**src/rtl/mem_port_arbiter.sv**
```systemverilog
// rtl/mem_port_arbiter.sv - two-requester arbiter onto one shared memory port with response timeout
//
// Parameters
//   TIMEOUT_CYCLES : memory-response timeout in cycles, 0 disables it (0..65535)
//   M0_PRIORITY    : 1 = requester 0 wins every conflict, 0 = round-robin
//
// Ports
//   clk, rst_n                      : clock, synchronous active-low reset
//   mX_valid_i                      : requester X request, held until mX_ready_o
//   mX_addr_i, mX_wdata_i, mX_we_i  : requester X address, write data, byte enables (0 = read)
//   mX_ready_o                      : one-cycle completion pulse to requester X
//   mX_rdata_o                      : read data, non-zero only with a normal completion
//   mX_err_o                        : timeout flag, qualifies mX_ready_o
//   mem_valid_o                     : request to the shared memory port
//   mem_addr_o, mem_wdata_o, mem_we_o : forwarded request of the granted requester
//   mem_ready_i, mem_rdata_i        : memory completion pulse and read data

module mem_port_arbiter #(
    parameter int unsigned TIMEOUT_CYCLES = 255,
    parameter int unsigned M0_PRIORITY    = 0
) (
    input  logic        clk,
    input  logic        rst_n,

    input  logic        m0_valid_i,
    output logic        m0_ready_o,
    input  logic [31:0] m0_addr_i,
    input  logic [31:0] m0_wdata_i,
    input  logic [3:0]  m0_we_i,
    output logic [31:0] m0_rdata_o,
    output logic        m0_err_o,

    input  logic        m1_valid_i,
    output logic        m1_ready_o,
    input  logic [31:0] m1_addr_i,
    input  logic [31:0] m1_wdata_i,
    input  logic [3:0]  m1_we_i,
    output logic [31:0] m1_rdata_o,
    output logic        m1_err_o,

    output logic        mem_valid_o,
    input  logic        mem_ready_i,
    output logic [31:0] mem_addr_o,
    output logic [31:0] mem_wdata_o,
    output logic [3:0]  mem_we_o,
    input  logic [31:0] mem_rdata_i
);

    localparam logic [1:0] IDLE = 2'd0;
    localparam logic [1:0] GNT0 = 2'd1;
    localparam logic [1:0] GNT1 = 2'd2;

    localparam logic [15:0] TIMEOUT_VAL = 16'(TIMEOUT_CYCLES);
    localparam bit          TIMEOUT_EN  = (TIMEOUT_CYCLES != 0);
    localparam bit          FIXED_PRIO  = (M0_PRIORITY != 0);

    logic [1:0]  state;
    logic [1:0]  state_next;
    logic        last_gnt1;     // 1 = requester 1 received the most recent grant
    logic [15:0] wait_cnt;      // granted cycles spent without a memory response

    logic        granted;
    logic        sel1;
    logic        timeout_hit;
    logic        mem_done;
    logic        pick1;

    always_comb begin
        // Outputs are gated by rst_n so everything reads 0 while reset is asserted,
        // including a cycle where reset lands in the middle of a transfer.
        granted     = rst_n && ((state == GNT0) || (state == GNT1));
        sel1        = (state == GNT1);
        // A response arriving in the timeout cycle takes precedence over the timeout.
        timeout_hit = granted && TIMEOUT_EN && (wait_cnt == TIMEOUT_VAL) && !mem_ready_i;
        mem_done    = granted && mem_ready_i;

        // Requester 1 wins when it is alone, or on a conflict when round-robin
        // says requester 0 was served last.
        pick1 = m1_valid_i && (!m0_valid_i || (!FIXED_PRIO && !last_gnt1));

        state_next = state;
        case (state)
            IDLE: begin
                if (m0_valid_i || m1_valid_i) begin
                    state_next = pick1 ? GNT1 : GNT0;
                end
            end
            GNT0, GNT1: begin
                if (mem_done || timeout_hit) begin
                    state_next = IDLE;
                end
            end
            default: state_next = IDLE;
        endcase

        mem_valid_o = granted && !timeout_hit;
        mem_addr_o  = '0;
        mem_wdata_o = '0;
        mem_we_o    = '0;
        if (granted) begin
            mem_addr_o  = sel1 ? m1_addr_i  : m0_addr_i;
            mem_wdata_o = sel1 ? m1_wdata_i : m0_wdata_i;
            mem_we_o    = sel1 ? m1_we_i    : m0_we_i;
        end

        m0_ready_o = granted && !sel1 && (mem_done || timeout_hit);
        m0_err_o   = !sel1 && timeout_hit;
        m0_rdata_o = (!sel1 && mem_done) ? mem_rdata_i : '0;

        m1_ready_o = granted && sel1 && (mem_done || timeout_hit);
        m1_err_o   = sel1 && timeout_hit;
        m1_rdata_o = (sel1 && mem_done) ? mem_rdata_i : '0;
    end

    always_ff @(posedge clk) begin
        if (!rst_n) begin
            state     <= IDLE;
            last_gnt1 <= 1'b1;
            wait_cnt  <= '0;
        end else begin
            state <= state_next;
            if (state == IDLE) begin
                // Holding the counter at 0 throughout IDLE clears it on every grant entry.
                wait_cnt <= '0;
                if (state_next != IDLE) begin
                    last_gnt1 <= (state_next == GNT1);
                end
            end else if (!mem_ready_i && (wait_cnt != 16'hFFFF)) begin
                wait_cnt <= wait_cnt + 16'd1;
            end
        end
    end

endmodule

```
**config.mk**
```make
export PLATFORM = sky130hd
export DESIGN_NAME = mem_port_arbiter
export DESIGN_NICKNAME = d
export VERILOG_FILES = /design/src/rtl/mem_port_arbiter.sv
export SDC_FILE = /design/constraint.sdc
export NUM_CORES = 1
export LEC_CHECK = 0
export BUFFER_PORTS_ARGS = -buffer_cell sky130_fd_sc_hd__buf_2
export CAP_MARGIN = 20
export CORE_AREA = 4 4 119 121
export CTS_BUF_LIST = sky130_fd_sc_hd__clkbuf_16
export DETAILED_ROUTE_END_ITERATION = 8
export DIE_AREA = 0 0 123 125
export PLACE_DENSITY = 0.58
export SLEW_MARGIN = 20
export SYNTH_ARGS = -nofsm -noshare
export SYNTH_HDL_FRONTEND = slang
export SYNTH_SLANG_ARGS = --single-unit
```
**constraint.sdc**
```tcl
create_clock -name clk -period 3.3 [get_ports clk]
set_input_delay 0.165 -clock clk [delete_from_list [all_inputs] [get_ports clk]]
set_output_delay 0.165 -clock clk [all_outputs]
set_load 0.1 [all_outputs]
```
After elaboration in Yosys (flattened, before gate mapping)
Cells that the tools add are included.
{"block": "totals", "elab_cells": 51, "register_bits": 19, "ram_bits": 0, "latchBits": 0, "out_inout_bits": 137, "mem_count": 0, "in_bits": 173, "mem_bits_ro": 0}
{"block": "op_classes", "eq_ne": 5, "magnitude_cmp": 0, "n_reduce_logical": 29, "n_mul": 0, "n_shift": 0, "div_mod_pow": 0, "n_addsub": 1, "n_bitwise": 1, "muxes": 12}
{"operator": "32-bit two-way mux", "count": 6}
{"operator": "16-bit by 1-bit adder with 16-bit output (second input constant)", "count": 1}
{"operator": "16-bit by 8-bit equality test with 1-bit output (second input constant)", "count": 1}
{"operator": "16-bit != test (second input constant)", "count": 1}
{"operator": "1-bit logical AND", "count": 15}
{"operator": "4-bit two-way mux", "count": 2}
{"operator": "2-bit two-way mux", "count": 3}
{"operator": "1-bit logical NOT", "count": 5}
{"operator": "2-bit equality test (second input constant)", "count": 2}
{"operator": "1-bit logical OR", "count": 4}
{"operator": "2-bit one-hot mux with 2 select lines", "count": 1}
{"operator": "2-bit OR reduction", "count": 2}
{"operator": "2-bit by 1-bit equality test with 1-bit output (second input constant)", "count": 1}
{"operator": "2-bit logical NOT", "count": 1}
{"operator": "2-bit AND reduction", "count": 1}
{"operator": "2-bit nonzero test", "count": 1}
{"operator": "1-bit inverter", "count": 1}

Longest topological paths before layout
Gate-level depths: netlist of run 1.
{"block": "logic_depth", "depth_word": 10, "ltp_mapped": 6, "depth_no_buf": 6}

Worst setup path after synthesis of run 1
No wires, ideal clock.
{"block": "synth_path", "kind": "register to output", "from": "register state[1]", "to": "output m0_ready_o", "path_buffers": 0, "t_arrival_ns": 3.616, "required_time_ns": 3.135, "path_stages_with_launch": 7, "slack_ns": -0.481, "cell_sequence": "dfxtp_1 inv_1 ha_1 nor4bb_1 nand4_1 or2_1 a211oi_1"}
{"block": "synth_via", "elab_chain_cells": 7, "elab_cells_between_ends": 11, "cone_classes": "eq/ne (2); reduce/logical (9)"}
{"item": "start: declaration", "line_no": "57", "text": "logic [1:0] state;"}
{"item": "start signal: assignment", "line_no": "121", "text": "state <= state_next;"}
{"item": "2-bit by 1-bit equality test with 1-bit output or 2-bit equality test (tied branches)", "line_no": "71, 72"}
{"item": "1-bit logical OR", "line_no": "71", "text": "granted = rst_n && ((state == GNT0) || (state == GNT1));"}
{"item": "1-bit logical AND", "line_no": "71"}
{"item": "1-bit logical AND (2 in series)", "line_no": "74", "text": "timeout_hit = granted && TIMEOUT_EN && (wait_cnt == TIMEOUT_VAL) && !mem_ready_i;"}
{"item": "1-bit logical OR", "line_no": "106", "text": "m0_ready_o = granted && !sel1 && (mem_done || timeout_hit);"}
{"item": "1-bit logical AND *", "line_no": "106"}
{"item": "end: declaration", "line_no": "26", "text": "output logic m0_ready_o,"}
Mark *: on every way between the ends. The rest lies on a longest branch, timed or not.

Final worst setup path of run 1
{"block": "layout_path", "from": "register state[1]", "to": "output m1_rdata_o[11]"}
{"block": "layout_via", "elab_chain_cells": 6, "elab_cells_between_ends": 7, "cone_classes": "eq/ne (2); mux (1); reduce/logical (4)"}
{"item": "2-bit by 1-bit equality test with 1-bit output or 2-bit equality test (tied branches)", "line_no": "71, 72"}
{"item": "1-bit logical OR", "line_no": "71"}
{"item": "1-bit logical AND", "line_no": "71"}
{"item": "1-bit logical AND", "line_no": "75", "text": "mem_done = granted && mem_ready_i;"}
{"item": "1-bit logical AND *", "line_no": "112", "text": "m1_rdata_o = (sel1 && mem_done) ? mem_rdata_i : '0;"}
{"item": "32-bit two-way mux *", "line_no": "112"}
{"item": "end: declaration", "line_no": "38", "text": "output logic [31:0] m1_rdata_o,"}
Marked as above.

==> results.tsv, run 1 <==
stage	metric	value	unit
floorplanning	area enclosed by the die boundary	0.0154	mm^2
worst_setup_path	worst-path maximum fanout	32	
cells_and_area	fraction of layout instances using a drive strength above 1	0.491	
clocking	CTS sink cnt	19	
sta	Fin Hold WS	0.287	ns
floorplanning	Die Width	123	um
worst_setup_path	Setup CP Type	flip-flop to output port	
clocking	clock-pin slew of the registers on the worst-case setup and hold paths	0.05	ns
floorplanning	Initial Util	0.202	
pwr	Worst IR Drop VDD	237	uV
cells_and_area	Final nets	846	
worst_setup_path	Worst Setup End Kind	output port	
logic_synthesis	Post-synth ARST share	0	
route	drt first-iter violations	106	
logic_synthesis	YS warnings	0	
worst_setup_path	Reg2Reg Setup Slack	1.38	ns
worst_hold_path	worst min path class	input port to flip-flop	
route	overall via count from detail_route	3813	
sta	total negative setup slack	0	ns
logic_synthesis	most frequently used cell type in the post-synthesis netlist	sky130_fd_sc_hd__nor2_1	
sta	setup repair after global routing missed its margin	no	
worst_setup_path	Critical Path Slowest Stage Cell	sky130_fd_sc_hd__and3_1	
route	Final Routed Wirelength	16.8	mm
job	Max Cap Viol	0	
grt	first-pass GRT wire length	23.2	mm
worst_setup_path	largest stage delay on the critical path	0.66	ns
clocking	buffer type at the clock tree root	sky130_fd_sc_hd__clkbuf_16	
grt	initial antenna violation count	8	
floorplanning	Core Rows	42	
logic_synthesis	Yosys top cell by area	sky130_fd_sc_hd__mux2i_1	
sta	slew at the pin closest to its max-slew limit	0.767	ns
logic_synthesis	adder-cell share of the synthesized area	0.0189	
grt	number of global-route vias before repair	3604	
logic_synthesis	main combinational cell family by area after synthesis	simple AND/OR/NAND/NOR gates	
grt	maximum number of pins on one net before global-route repair	41	
logic_synthesis	Seq/Total Area, Yosys	0.144	
sta	final worst-path cycle share	0.832	
route	Antenna Nets Post-Route	0	
route	number of design rule violations left after detail routing	0	
cells_and_area	Filler cells	1480	
logic_synthesis	leading post-synthesis cells by cell area	sky130_fd_sc_hd__mux2i_1 (26%), sky130_fd_sc_hd__and2_1 (16%), sky130_fd_sc_hd__dfxtp_1 (14%)	
logic_synthesis	area fraction in compound gates after synthesis	0.101	
logic_synthesis	synthesized cell area	0.00265	mm^2
cells_and_area	relative area change from synthesis to final layout	68.3	%
logic_synthesis	mean area per synthesized cell	7.06	um^2
sta	minimum clock period	2.74	ns
logic_synthesis	Mapped Nets	552	
worst_setup_path	Worst setup SP type	flip-flop	
worst_setup_path	startpoint of the worst register-to-register path	state[1]$_SDFF_PN0_	
worst_setup_path	worst setup path end	m1_rdata_o[11]	
grt	gr usage total	0.205	
clocking	setup bufs post-CTS	0	
logic_synthesis	count of flip-flops with a built-in enable after synthesis	0	
worst_setup_path	startpoint of the most critical setup path	state[1]$_SDFF_PN0_	
logic_synthesis	share of synthesized cell area in and, or, nand and nor gates	0.419	
placement	DPL Wire Length	15.1	mm
placement	final weighted congestion in routability-driven placement	0.925	
clocking	Max clock buf depth	2	
floorplanning	Die Span Y	125	um
clocking	worst skew pair latency	0.25	ns
run_status	status	complete, no violations	
logic_synthesis	parity-gate share of the synthesized area counting xor and xnor cells	0	
logic_synthesis	multiplexer area fraction after synthesis	0.265	
pwr	power per standard cell area	484	mW/mm^2
clocking	number of clock buffers inserted by TritonCTS	3	
route	Via-to-Cell Ratio	4.51	
logic_synthesis	synth cell count leaders	sky130_fd_sc_hd__nor2_1 (76), sky130_fd_sc_hd__mux2i_1 (70), sky130_fd_sc_hd__and2_1 (66)	
logic_synthesis	flip-flop cell with the highest count after synthesis	sky130_fd_sc_hd__dfxtp_1	
sta	maximum clock frequency	364	MHz
worst_setup_path	cell-by-cell listing of the critical path	inv_1, ha_1, and2_1, and3_1, and2_1, buf_2	
worst_setup_path	Reg2Reg Depth	6	
sta	Clock Skews	0.00172	ns
route	drt wl/cell	19.9	um
placement	port bufs	309	
logic_synthesis	Yosys reg bits	19	
worst_setup_path	critical register-to-register path endpoint	last_gnt1$_SDFFE_PN1P_	
floorplanning	core footprint	0.0131	mm^2
logic_synthesis	synthesized instance count	375	
clocking	CTS-repair resized insts	0	
grt	grt ovf	0	
sta	total setup violations reported at the end of the flow	0	
worst_setup_path	CP Data Required Time	3.13	ns
sta	relative slew slack	0.489	
clocking	CTS tree	built	
route	drt pass-1 iters	4	
clocking	Hold-fix buffers, CTS	0	
worst_setup_path	Data arrival, critical path	2.58	ns
sta	number of endpoints with negative hold slack in the final report	0	
logic_synthesis	Unique masters post-synth	48	
logic_synthesis	share of the synthesized area in the top cell type	0.265	
clocking	CTS H-tree lvls	1	
sta	Final Slew Violations	0	
worst_setup_path	Crit path top cell by count	sky130_fd_sc_hd__and2_1	
pwr	Leak	2.43	nW
floorplanning	Boundary Pins	310	
[flip-flops by register name, indices dropped and copies added (netlist names)]
name and count:
last_gnt1 1, state 2, wait_cnt 16
[worst min-delay path by stage]
stage                                         from                         to  slack (ns)  cells after the start
after floorplan                              rst_n  wait_cnt[12]$_SDFFE_PP0P_        0.33                      2
after global placement    wait_cnt[6]$_SDFFE_PP0P_   wait_cnt[6]$_SDFFE_PP0P_        0.48                      2
after detailed placement  wait_cnt[6]$_SDFFE_PP0P_   wait_cnt[6]$_SDFFE_PP0P_        0.49                      2
after CTS                               m0_valid_i        state[0]$_SDFF_PN0_        0.29                      3
after global routing                    m0_valid_i        state[0]$_SDFF_PN0_        0.30                      3
final                                        rst_n        state[0]$_SDFF_PN0_        0.29                      3
[kinds of logic (layout without fill, tap and decap cells)]
| kind of cell | Yosys count | count (layout) |
|---|---|---|
| simple gates | 205 | 205 |
| fa+ha+maj | 4 | 4 |
| compound gates | 43 | 43 |
| buf+inv | 34 | 327 |
| other cells | 0 | 2 |
| flops | 19 | 19 |
| mux | 70 | 70 |
[metal layers]
metal  routed length (um)  track usage  vias up  part of all wire
met5                    7            0        -           0.00042
met3                  804       0.0248       27             0.048
met2                 9980        0.432      147              0.59
met4                  527       0.0730        2             0.031
met1                 5480        0.193     1746              0.33
li1                     -            -     1891                 -
[layout make-up]
class / instances / area (um^2) / area share
flip-flops and latches: 19 / 380 / 0.0853
repair buffers: 314 / 1580 / 0.355
diodes: 2 / 5.00 / 0.00112
clock inverters: 1 / 3.75 / 0.000842
clock buffers: 3 / 75.1 / 0.0168
well taps: 176 / 220 / 0.0494
multi-input cells: 322 / 2150 / 0.483
inverters: 9 / 33.8 / 0.00758
[cells in the final DEF, fill, tap and decap left out, types with 6 or more instances in the layout]
cell type                 instances
sky130_fd_sc_hd__o21ai_0         14
sky130_fd_sc_hd__nand2_1         13
sky130_fd_sc_hd__dfxtp_1         19
sky130_fd_sc_hd__and2_1          66
sky130_fd_sc_hd__nor2_1          76
sky130_fd_sc_hd__or3_1            6
sky130_fd_sc_hd__a21oi_1         10
sky130_fd_sc_hd__nand3_1          6
sky130_fd_sc_hd__nand4_1          6
sky130_fd_sc_hd__buf_2          309
sky130_fd_sc_hd__inv_1           10
sky130_fd_sc_hd__mux2i_1         70
[where the power goes]
part,internal [mW],leakage [nW],switching [mW]
registers,0.239,0.154,0.0103
clock network,0.161,0.0423,0.0905
logic,0.334,2.23,1.32
total,0.735,2.43,1.42
[critical path, delay by kind of cell (launching register included)]
| kind | cells | cell delay (ns) |
|---|---|---|
| adders and majority gates | 1 | 0.33 |
| and+or+nand+nor | 3 | 1.05 |
| DFF | 1 | 0.44 |
| buffers and inverters | 2 | 0.50 |
[metrics by stage]
stage | cells | total power, mW | worst slack [ns] | utilization | area, um^2
4_1_cts | 844 | 2.18 | 0.537 | 0.340 | 4450
3_5_place_dp | 840 | 1.92 | 0.817 | 0.334 | 4370
2_1_floorplan | 375 | 1.54 | 0.475 | - | 2650
6_report | 846 | 2.16 | 0.555 | 0.341 | 4460
5_1_grt | 846 | 2.23 | 0.309 | 0.341 | 4460
3_3_place_gp | 840 | 1.92 | 0.902 | 0.334 | 4370
(Power assumes the default switching activity.)
==> run 2, diff against run 1 <==
--- a/config.mk
+++ b/config.mk
@@ -5,13 +5,14 @@
 export SDC_FILE = /design/constraint.sdc
 export NUM_CORES = 1
 export LEC_CHECK = 0
+export ABC_AREA = 1
 export BUFFER_PORTS_ARGS = -buffer_cell sky130_fd_sc_hd__buf_2
 export CAP_MARGIN = 20
 export CORE_AREA = 4 4 119 121
 export CTS_BUF_LIST = sky130_fd_sc_hd__clkbuf_16
 export DETAILED_ROUTE_END_ITERATION = 8
 export DIE_AREA = 0 0 123 125
-export PLACE_DENSITY = 0.58
+export PLACE_DENSITY = 0.57
 export SLEW_MARGIN = 20
 export SYNTH_ARGS = -nofsm -noshare
 export SYNTH_HDL_FRONTEND = slang
==> constraint.sdc (replaced) <==
create_clock -name clk -period 2.5 [get_ports clk]
set_input_delay 0.125 -clock clk [delete_from_list [all_inputs] [get_ports clk]]
set_output_delay 0.125 -clock clk [all_outputs]
set_load 0.1 [all_outputs]
==> run 2 against run 1 <==
Net effect:
- first-iteration DRC count up 53%
- area after synthesis down 13%
- cell count up 1.9%
- sequential share of layout area down 2.4 points
- clock skew up 0.0054 ns
- die area unchanged
- critical path depth up 2
- synthesized cell count up 1.9%
- routed wire length down 11%
- flip-flop and latch count unchanged
- setup slack worse by 0.40 ns
- utilization up 13 points
==> results.tsv, run 2 <==
stage	metric	value	unit	change
worst_setup_path	startpoint of the most critical setup path	state[1]$_SDFF_PN0_		
cells_and_area	top library cells by usage in the layout, fill and taps aside	sky130_fd_sc_hd__buf_2 (174), sky130_fd_sc_hd__buf_12 (135), sky130_fd_sc_hd__nor2_1 (90)		
logic_synthesis	leading post-synthesis cells by cell area	sky130_fd_sc_hd__a22o_1 (26%), sky130_fd_sc_hd__dfxtp_1 (16%), sky130_fd_sc_hd__nor2_1 (15%)		
worst_setup_path	cell-by-cell listing of the critical path	inv_1, ha_1, nand2_2, nor2_4, nand2_1, buf_4, nor2_1, buf_12		
run_status	status	complete, no violations		
clocking	Hold-fix buffers, CTS	0		unchanged
placement	Placed Cells	852		+1.4%
cells_and_area	register bank with the most flops	wait_cnt		
logic_synthesis	synthesized instance count	382		+1.9%
worst_setup_path	Worst setup SP type	flip-flop		
cells_and_area	fraction of layout instances using a drive strength above 1	0.501		+0.0104
logic_synthesis	Yosys reg bits	19		unchanged
floorplanning	area enclosed by the die boundary	0.0154	mm^2	unchanged
logic_synthesis	Unique masters post-synth	28		-42%
sta	Final Slew Violations	0		unchanged
worst_setup_path	buffering stage count on the worst path with inverters included	3		+1
grt	initial antenna violation count	2		-6
logic_synthesis	Mapped Nets	559		+1.3%
placement	DPL Wire Length	12.7	mm	-16%
worst_setup_path	worst-path maximum fanout	32		unchanged
clocking	CTS sink cnt	19		unchanged
worst_setup_path	Data arrival, critical path	2.22	ns	-0.36 ns
cells_and_area	max FFs per register	16		unchanged
route	overall via count from detail_route	3695		-3.1%
logic_synthesis	synthesized cell area	0.00231	mm^2	-13%
cells_and_area	Final nets	862		+1.9%
cells_and_area	most frequent standard cell in the layout excluding fill and tap cells	sky130_fd_sc_hd__buf_2		
clocking	CTS H-tree lvls	1		unchanged
route	Via-to-Cell Ratio	4.29		-4.9%
logic_synthesis	share of the synthesized area in the top cell type	0.257		-0.00709
worst_setup_path	critical register-to-register path endpoint	last_gnt1$_SDFFE_PN1P_		
cells_and_area	post-route non-filler standard cell count	862		+1.9%
route	number of design rule violations left after detail routing	0		unchanged
clocking	number of clock buffers inserted by TritonCTS	3		unchanged
clocking	Max clock buf depth	2		unchanged
clocking	CTS tree	built		
floorplanning	Die Width	123	um	unchanged
grt	first-pass GRT wire length	20.5	mm	-11%
worst_setup_path	cell count along the critical path	8		+2
job	Max Cap Viol	0		unchanged
cells_and_area	relative area change from synthesis to final layout	168	%	
logic_synthesis	count of flip-flops with a built-in enable after synthesis	0		unchanged
worst_setup_path	Reg2Reg Depth	11		+5
worst_setup_path	Setup CP Type	flip-flop to output port		
floorplanning	Die Span Y	125	um	unchanged
sta	relative slew slack	0.621		+0.133
sta	number of endpoints with negative hold slack in the final report	0		unchanged
logic_synthesis	flip-flop cell with the highest count after synthesis	sky130_fd_sc_hd__dfxtp_1		
clocking	worst skew pair latency	0.25	ns	about the same
floorplanning	Initial Util	0.177		-0.0256
logic_synthesis	Seq/Total Area, Yosys	0.164		+0.0208
grt	grt ovf	0		unchanged
cells_and_area	utilization after layout	0.474		+0.133
route	drt wl/cell	17.3	um	-13%
clocking	buffer type at the clock tree root	sky130_fd_sc_hd__clkbuf_16		
clocking	clock-pin slew of the registers on the worst-case setup and hold paths	0.05	ns	about the same
sta	total setup violations reported at the end of the flow	0		unchanged
grt	gr usage total	0.173		-0.0319
worst_setup_path	largest stage delay on the critical path	0.36	ns	-0.30 ns
pwr	power per standard cell area	567	mW/mm^2	+17%
grt	maximum number of pins on one net before global-route repair	46		+12%
sta	setup repair after global routing missed its margin	yes		
logic_synthesis	most frequently used cell type in the post-synthesis netlist	sky130_fd_sc_hd__nor2_1		
pwr	Leak	2.90	nW	+19%
worst_setup_path	kind of cell adding the most delay to the critical path	simple AND/OR/NAND/NOR gates		
worst_setup_path	startpoint of the worst register-to-register path	state[1]$_SDFF_PN0_		
floorplanning	core footprint	0.0131	mm^2	unchanged
route	drt pass-1 iters	4		unchanged
floorplanning	Core Rows	42		unchanged
logic_synthesis	synth cell count leaders	sky130_fd_sc_hd__nor2_1 (92), sky130_fd_sc_hd__a22o_1 (68), sky130_fd_sc_hd__inv_1 (58)		
sta	maximum clock frequency	427	MHz	
pwr	Worst IR Drop VDD	263	uV	+11%
logic_synthesis	Yosys top cell by area	sky130_fd_sc_hd__a22o_1		
route	Antenna Nets Post-Route	0		unchanged
worst_setup_path	worst setup path end	m0_rdata_o[7]		
placement	worst slack after detailed placement	0.361	ns	-0.456 ns
sta	worst-case setup margin in the final layout	0.158	ns	-0.397 ns
grt	number of global-route vias before repair	3494		-3.1%
route	Final Routed Wirelength	14.9	mm	-11%
floorplanning	Boundary Pins	310		unchanged
sta	Clock Skews	0.00708	ns	+0.00536 ns
logic_synthesis	Post-synth ARST share	0		unchanged
worst_setup_path	Worst Setup End Kind	output port		
placement	final weighted congestion in routability-driven placement	0.883		-4.6%
worst_hold_path	worst min path class	input port to flip-flop		
cells_and_area	Top Registers	wait_cnt x16, state x2, last_gnt1 x1		
sta	slew at the pin closest to its max-slew limit	0.566	ns	-0.201 ns
pwr	power consumption	3.51	mW	+63%
sta	final worst-path cycle share	0.937		
logic_synthesis	YS warnings	0		unchanged
worst_setup_path	Critical Path Slowest Stage Cell	sky130_fd_sc_hd__dfxtp_1		
worst_setup_path	Reg2Reg Setup Slack	0.71	ns	-0.67 ns
placement	port bufs	309		unchanged
route	drt first-iter violations	162		+53%
sta	minimum clock period	2.34	ns	
logic_synthesis	mean area per synthesized cell	6.06	um^2	-14%
worst_setup_path	CP Data Required Time	2.38	ns	-0.75 ns
==> run 2: cells by family after synthesis <==
family	after synthesis	synth area share
and+or+nand+nor	185	0.348
AOI/OAI and AO/OA	87	0.301
buffers and inverters	81	0.143
DFF	19	0.164
xor gates and xnor gates	6	0.0227
adders and majority gates	4	0.0216
==> run 2: metal layers <==
metal | global-route usage | vias up | share of wire
met5 | 0 | - | 0.0014
met4 | 0.0450 | 4 | 0.026
met3 | 0.0285 | 24 | 0.073
met2 | 0.327 | 127 | 0.52
met1 | 0.197 | 1671 | 0.38
li1 | - | 1869 | -
==> run 2: metrics by stage <==
step / setup TNS (ns) / hold WS (ns) / cell area [um^2]
2_1_floorplan: -14.76 / 0.281 / 2330
3_3_place_gp: 0 / 0.477 / 6070
3_5_place_dp: 0 / 0.487 / 6070
4_1_cts: 0 / 0.233 / 6150
5_1_grt: -0.255 / 0.258 / 6190
6_report: 0 / 0.250 / 6200
==> run 2: how the worst min path moves through the flow <==
| stage | start | end | slack (ns) | cells past startpoint |
|---|---|---|---|---|
| 2_1_floorplan | mem_ready_i | wait_cnt[12]$_SDFFE_PP0P_ | 0.28 | 2 |
| 3_3_place_gp | rst_n | state[0]$_SDFF_PN0_ | 0.48 | 3 |
| 3_5_place_dp | wait_cnt[9]$_SDFFE_PP0P_ | wait_cnt[9]$_SDFFE_PP0P_ | 0.49 | 2 |
| 4_1_cts | rst_n | state[0]$_SDFF_PN0_ | 0.23 | 3 |
| 5_1_grt | rst_n | state[0]$_SDFF_PN0_ | 0.26 | 3 |
| 6_report | rst_n | state[1]$_SDFF_PN0_ | 0.25 | 3 |
==> run 2: area by class of cell <==
class                      instances  area, um^2
timing repair buffer             320        3660
antenna                            2        5.00
sequential                        19         380
clock buffer                       3        75.1
tap                              176         220
clock inverter                     1        5.00
inverter                          59         224
fill                            1236        6890
multi-input combinational        282        1630
==> run 2: what timing repair did <==
action	CTS	global route
resized for setup	0	4
hold endpoints to repair	0	0
buffers inserted	0	4
endpoints found under the setup margin	0	55
==> run 2: power breakdown <==
| group | internal (mW) | switching (mW) | total [mW] |
|---|---|---|---|
| Combinational | 0.963 | 1.89 | 2.85 |
| Clock | 0.214 | 0.117 | 0.332 |
| Sequential | 0.318 | 0.0119 | 0.330 |
==> run 2: worst reg2reg max path: stages, from the launching register on <==
cell,delay [ns]
sky130_fd_sc_hd__dfxtp_1,0.36
sky130_fd_sc_hd__inv_1,0.07
sky130_fd_sc_hd__ha_1,0.35
sky130_fd_sc_hd__nand2_2,0.17
sky130_fd_sc_hd__nor2_1,0.23
sky130_fd_sc_hd__nand3_2,0.14
sky130_fd_sc_hd__nand3_1,0.10
sky130_fd_sc_hd__nand2_1,0.07
sky130_fd_sc_hd__nand2_1,0.06
sky130_fd_sc_hd__nand2_1,0.04
sky130_fd_sc_hd__nand2_1,0.05
sky130_fd_sc_hd__inv_1,0.03
